$ cat config.mk
export PLATFORM = sky130hd
export DESIGN_NAME = pc_sequencer
export DESIGN_NICKNAME = d
export VERILOG_FILES = /design/src/rtl/cpu_pkg.sv /design/src/rtl/sat_counter.sv /design/src/rtl/pc_sequencer.sv
export SDC_FILE = /design/constraint.sdc
export NUM_CORES = 1
export LEC_CHECK = 0
export CORE_MARGIN = 1.5
export CORE_UTILIZATION = 40
export DETAILED_ROUTE_END_ITERATION = 12
export DONT_BUFFER_PORTS = 1
export GPL_ROUTABILITY_DRIVEN = 0
export SYNTH_ARGS = -nofsm -noshare
export SYNTH_HDL_FRONTEND = slang
export SYNTH_SLANG_ARGS = --single-unit
$ cat constraint.sdc
create_clock -name CLK -period 5.5 [get_ports CLK]
set_input_delay 0.55 -clock CLK [delete_from_list [all_inputs] [get_ports CLK]]
set_output_delay 0.55 -clock CLK [all_outputs]
set_load 0.005 [all_outputs]
$ cat src/rtl/cpu_pkg.sv
// -----------------------------------------------------------------------------
// cpu_pkg
// Definitions shared by the single-cycle CPU core:
//   - opcode constants for the instruction set (OP_LOADI .. OP_MUL)
//   - seq_state_t, the state type of the PC sequencer
//   - bit positions of the signed word branch offset inside an instruction
// -----------------------------------------------------------------------------
package cpu_pkg;

   localparam logic [7:0] OP_LOADI = 8'h00;
   localparam logic [7:0] OP_MOV   = 8'h01;
   localparam logic [7:0] OP_ADD   = 8'h02;
   localparam logic [7:0] OP_SUB   = 8'h03;
   localparam logic [7:0] OP_AND   = 8'h04;
   localparam logic [7:0] OP_OR    = 8'h05;
   localparam logic [7:0] OP_J     = 8'h06;
   localparam logic [7:0] OP_BEQ   = 8'h07;
   localparam logic [7:0] OP_LWD   = 8'h08;
   localparam logic [7:0] OP_LWI   = 8'h09;
   localparam logic [7:0] OP_SWD   = 8'h0A;
   localparam logic [7:0] OP_SWI   = 8'h0B;
   localparam logic [7:0] OP_BNE   = 8'h0C;
   localparam logic [7:0] OP_MUL   = 8'h0D;

   localparam int INSTR_OPCODE_MSB = 31;
   localparam int INSTR_OPCODE_LSB = 24;
   localparam int INSTR_OFFSET_MSB = 23;
   localparam int INSTR_OFFSET_LSB = 16;

   typedef enum logic [1:0] {
      BOOT     = 2'd0,
      RUN      = 2'd1,
      MUL_WAIT = 2'd2
   } seq_state_t;

endpackage : cpu_pkg

$ cat src/rtl/sat_counter.sv
// -----------------------------------------------------------------------------
// sat_counter
// Up-counter that sticks at its all-ones value instead of wrapping.
// Ports:
//   CLK    in   clock, counts on the rising edge
//   RESET  in   asynchronous active-high clear
//   inc    in   count enable for this edge
//   count  out  current count (W bits)
// -----------------------------------------------------------------------------
module sat_counter #(
   parameter int W = 16
) (
   input  logic         CLK,
   input  logic         RESET,
   input  logic         inc,
   output logic [W-1:0] count
);

   localparam logic [W-1:0] ONE = {{(W-1){1'b0}}, 1'b1};

   logic [W-1:0] count_q;

   always_ff @(posedge CLK or posedge RESET) begin
      if (RESET) begin
         count_q <= '0;
      end else if (inc && (count_q != {W{1'b1}})) begin
         count_q <= count_q + ONE;
      end
   end

   assign count = count_q;

endmodule : sat_counter

$ cat src/rtl/pc_sequencer.sv
// -----------------------------------------------------------------------------
// pc_sequencer
// Owns the program counter of the single-cycle core and decides each cycle
// whether the current instruction completes ("done") or the core stalls.
// Multiplies take MUL_CYCLES cycles; memory BUSYWAIT freezes everything.
// Ports:
//   CLK, RESET        clock / asynchronous active-high reset
//   INSTRUCTION[31:0] current instruction ([31:24] opcode, [23:16] offset)
//   branch, jump,     branch decodes from the control unit
//   b_notequal
//   ZERO              ALU result equals zero
//   BUSYWAIT          memory stall request
//   WRITEENABLE       raw register-file write enable
//   PC[31:0]          address of the current instruction
//   REG_WRITE         write enable gated so each instruction writes once
//   STALL             PC will not advance at the next edge
//   INSTR_COUNT       retired instructions (saturating)
//   STALL_COUNT       stall cycles outside BOOT (saturating)
// -----------------------------------------------------------------------------
module pc_sequencer
   import cpu_pkg::*;
#(
   parameter logic [31:0] RESET_PC   = 32'd0,
   parameter int          MUL_CYCLES = 4,
   parameter int          CNT_W      = 16
) (
   input  logic             CLK,
   input  logic             RESET,
   input  logic [31:0]      INSTRUCTION,
   input  logic             branch,
   input  logic             jump,
   input  logic             b_notequal,
   input  logic             ZERO,
   input  logic             BUSYWAIT,
   input  logic             WRITEENABLE,
   output logic [31:0]      PC,
   output logic             REG_WRITE,
   output logic             STALL,
   output logic [CNT_W-1:0] INSTR_COUNT,
   output logic [CNT_W-1:0] STALL_COUNT
);

   // Counter reload on mul entry: the RUN cycle already counts as one.
   localparam logic [3:0] MUL_LOAD   = 4'(MUL_CYCLES - 1);
   localparam bit         SINGLE_MUL = (MUL_CYCLES == 1);

   seq_state_t  state_q;
   logic [31:0] pc_q;
   logic [3:0]  mul_cnt_q;

   logic [7:0]  opcode;
   logic [7:0]  offset;
   logic [31:0] offset_ext;
   logic        take_d;
   logic        done_d;
   logic [31:0] pc_d;
   logic        stall_inc_d;

   // Low instruction bits belong to the datapath, not to sequencing.
   logic        unused_instr;
   assign unused_instr = ^INSTRUCTION[15:0];

   assign opcode     = INSTRUCTION[INSTR_OPCODE_MSB:INSTR_OPCODE_LSB];
   assign offset     = INSTRUCTION[INSTR_OFFSET_MSB:INSTR_OFFSET_LSB];
   // Word offset: sign-extend and scale by 4.
   assign offset_ext = {{22{offset[7]}}, offset, 2'b00};

   always_comb begin
      done_d = 1'b0;
      case (state_q)
         RUN:      done_d = ~BUSYWAIT & ((opcode != OP_MUL) | SINGLE_MUL);
         MUL_WAIT: done_d = ~BUSYWAIT & (mul_cnt_q == 4'd1);
         default:  done_d = 1'b0;
      endcase
   end

   // ZERO only matters when one of the conditional branches is decoded.
   assign take_d = jump | (branch & ZERO) | (b_notequal & ~ZERO);
   assign pc_d   = take_d ? (pc_q + 32'd4 + offset_ext) : (pc_q + 32'd4);

   always_ff @(posedge CLK or posedge RESET) begin
      if (RESET) begin
         state_q   <= BOOT;
         pc_q      <= RESET_PC;
         mul_cnt_q <= 4'd0;
      end else if (!BUSYWAIT) begin
         case (state_q)
            BOOT: begin
               state_q <= RUN;
            end
            RUN: begin
               if (done_d) begin
                  pc_q <= pc_d;
               end else begin
                  // Only a multi-cycle mul can leave RUN without completing.
                  mul_cnt_q <= MUL_LOAD;
                  state_q   <= MUL_WAIT;
               end
            end
            MUL_WAIT: begin
               if (mul_cnt_q == 4'd1) begin
                  pc_q      <= pc_d;
                  mul_cnt_q <= 4'd0;
                  state_q   <= RUN;
               end else begin
                  mul_cnt_q <= mul_cnt_q - 4'd1;
               end
            end
            default: begin
               state_q <= BOOT;
            end
         endcase
      end
   end

   assign PC          = pc_q;
   assign REG_WRITE   = WRITEENABLE & done_d;
   assign STALL       = ~done_d;
   // BOOT is a fixed decode bubble, not a stall worth reporting.
   assign stall_inc_d = ~done_d & (state_q != BOOT);

   sat_counter #(.W(CNT_W)) u_instr_cnt (
      .CLK   (CLK),
      .RESET (RESET),
      .inc   (done_d),
      .count (INSTR_COUNT)
   );

   sat_counter #(.W(CNT_W)) u_stall_cnt (
      .CLK   (CLK),
      .RESET (RESET),
      .inc   (stall_inc_d),
      .count (STALL_COUNT)
   );

endmodule : pc_sequencer

==> impl_results.md <==
* Layout cell share with drive strength beyond 1 at 7.207%
* Busiest metal layer after global routing: met2
* Peak supply drop at 0.0002753 V
* Post-Syn Instances at 671
* Final Cycle Share at 83.99%
* Complex-gate fraction of the synthesized area at 20.08%
* CTS Buf Count at 9
* DR iter-0 viols at 303
* Global-route wire length before repair at 23090 um
* Vias in the first global route at 4721
* Register area share after synthesis at 30.62%
* Simple-gate portion of the synthesized area at 20.96%
* Total iterations of the first detailed-routing run at 5
* Layout Cells excl Fill at 842
* Post-synth EDFFs at 0
* Congestion Overflow GR at 0
* Tot Pwr at 3.482 mW
* Antenna violations before repair at 0
* Die Wd at 120.9 um
* Met3 GRT Util at 6.062%
* Post-synthesis adder-cell area fraction at 10.27%
* CTS tree: built
* Synth Register Bits at 68
* Met1 Use GR at 25.33%
* Clk root buf: clkbuf_16
* Mean routed wirelength per cell at 16.41 um
* Worst-case reg-to-reg path depth at 17
* Max cap viols at 0
* Critical path's slowest cell: dfrtp_1
* Post-synthesis cell area at 0.005558 mm^2
* Total Neg Setup Slack at 0 ns
* DRC violations left at 0
* Power Dens Cells at 576.3 mW/mm^2
* # fillers at 1349
* Final Core Density at 45.09%
* Worst-Margin Slew at 0.8808 ns
* Status: complete, no violations
* Main synth FF type: dfrtp_1
* Yosys top cell by area: dfrtp_1
* Worst Path Class, Setup: reg -> reg
* Nets at 746
* CTS sink cnt at 68
* Crit-path leading delay family: simple AND/OR/NAND/NOR gates
* RSZ-0062 raised after global routing: false
* Die ar. at 0.01461 mm^2
* Worst slew margin at 41.28%
* Post-CTS Setup Bufs at 0
* Crit start category: flip-flop
* Placed Cells at 826
* Die Y-Extent at 120.9 um
* Reg2Reg Launch Point: PC[2]
* Final worst slack at 0.8806 ns
* Async set-reset flop share out of synthesis at 100.0%
* Core box area at 0.01340 mm^2
* Clock-pin transition on the worst setup and hold timing paths at 0.06 ns
* PortBufs at 0
* Ys Warns at 0
* CTS H-tree depth at 3
* Static leakage at 2.688 nW
* FMAX at 216.5 MHz
* CP max FO at 8
* Netlist cell types at 67
* Total GRT Usage at 19.77%
* Reg-to-reg setup timing slack at 0.88 ns
* Via count at 4822
* Post-synthesis mux area share at 0.9905%
* Required time of the worst setup path at 5.76 ns
* Hold WC Path Type: in -> async
* # hold bufs at CTS at 0
* CP max stage delay at 0.55 ns
* Worst Skew at 0.01182 ns
* Post-CTS sizing at 0
* Crit-path cells: nand4_1, nor2_1, and3_1, and3_1, and3_1, nand3_1, xnor2_1, ha_1, nand2_1, nor2_1, or3_1, inv_1, a211oi_1, or4_4, a31o_1, a21oi_2, xor2_1
* CP arrival at 4.88 ns
* Layout area overhead at 8.712%
* Area share of the largest cell type after synthesis at 30.62%
* Tmin final at 4.619 ns
* Post-Route WL at 13820 um
* Hpwl dp at 9882 um
* Largest net degree at the start of global routing at 69
* Hold Vio Cnt, Final at 0
* Worst Path Buf+Inv at 1
* Maximum buffer depth of the clock tree at 2
* Final Setup Violations at 0
* Area of the multi-input gates at 0.003630 mm^2
* GR Util met2 at 31.21%
* Final Max Tran Viols at 0
* Storage cell area at 0.001702 mm^2
* Antenna Cells at 0
* Mapped Avg Cell Area at 8.283 um^2
* Post-Synth XOR/XNOR Area at 12.61%
* Post-placement setup slack at 0.9805 ns
* Post-route ant nets at 0
* Crit end category: flip-flop
* Top post-synthesis cells by area: dfrtp_1 (31%), ha_1 (9.9%), xnor2_1 (7.7%), a21oi_1 (5.8%), xor2_1 (4.9%)
* Ports at 106
* Initial core utilization at 41.48%
* Rows at 42
* CP dominant cell by count: and3_1
* Largest family of logic cells by synthesized area: simple AND/OR/NAND/NOR gates
* Clk Latency, worst-skew pair at 0.35 ns
* R2r endpoint: PC[31]
* Routed vias/inst at 5.727
[cell usage in the layout, fill, tap and decap left out, types with 8 or more instances in the layout]
cell type,n
a21oi_1,64
a21o_1,17
nor3_1,9
nor2_1,58
xnor2_1,49
clkbuf_16,9
ha_1,44
nand3_1,37
inv_1,25
dfrtp_1,68
nand4_1,16
nand2_1,63
nor2b_1,8
xor2_1,31
and3_1,17
o21ai_0,39
[cell families (layout without fill, tap and decap cells)]
kind of cell	Yosys count	after routing
and+or+nand+nor	239	239
adders and majority gates	45	45
AOI/OAI and AO/OA	180	180
buffers and inverters	53	47
xor gates and xnor gates	80	80
DFF	68	68
muxes	5	5
other	1	2
[synthesized netlist by cell type, types with 5 or more instances]
master and count:
a31oi_1 7, xnor2_1 49, and3_1 17, nand3_1 37
xor2_1 31, dfrtp_1 68, o21ai_0 39, a21oi_1 64
nand4_1 16, a21o_1 17, nor2b_1 8, inv_1 26
nor2_1 59, and4_1 5, nand2_1 63, ha_1 44
o22ai_1 7, a211oi_1 6, nor3_1 9, o21bai_1 5
clkbuf_1 17
[report_power, final]
group          total, mW  switching [mW]  internal [mW]
logic               1.81            1.02          0.788
clock network      0.707           0.238          0.470
registers          0.969           0.295          0.674
[stage by stage]
stage / hold WS, ns / area [um^2]
after floorplan: 0.4647 / 5562
after global placement: 0.4865 / 5683
after detailed placement: 0.5085 / 5683
after CTS: 0.4031 / 6042
after global routing: 0.4740 / 6042
final: 0.3708 / 6042
[worst reg2reg max path: cells and delay by family, from the launching register on]
| kind | cells | cell delay [ns] |
|---|---|---|
| AND/OR/NAND/NOR | 10 | 2.74 |
| flip-flops | 1 | 0.55 |
| AO/OA/AOI/OAI | 3 | 0.46 |
| XOR/XNOR | 2 | 0.43 |
| adder cells (fa/ha/maj) | 1 | 0.30 |
| buffers and inverters | 1 | 0.08 |
[flip-flops by register name, summed over array words and instances, names as in the netlist]
name               flops
u_stall_cnt.count     16
mul_cnt_q              4
state_q                2
u_instr_cnt.count     16
PC                    30
[area by class of cell]
class | instances | share of cell area [%]
multi-input cells | 551 | 60.07
flip-flops and latches | 68 | 28.16
clock buffers | 11 | 4.183
well taps | 176 | 3.645
clock inverters | 5 | 1.760
inverters | 27 | 1.677
repair buffers | 4 | 0.4970
[worst max path at each step]
| stage | end | slack, ns | from | cells past startpoint |
|---|---|---|---|---|
| after global routing | PC[31] | 0.56 | PC[2] | 17 |
| final | PC[31] | 0.88 | PC[2] | 17 |
| after detailed placement | PC[31] | 0.98 | PC[2] | 17 |
| after global placement | PC[31] | 1.07 | PC[2] | 17 |
| after floorplan | PC[31] | 1.54 | PC[2] | 17 |
| after CTS | PC[31] | 0.94 | PC[2] | 17 |
[per-layer routing]
layer  vias up  wire (um)
met2       135       6341
met1      2300       6082
met5         -          0
met4         0        286
li1       2364          -
met3        23       1107
(Power assumes the default switching activity.)
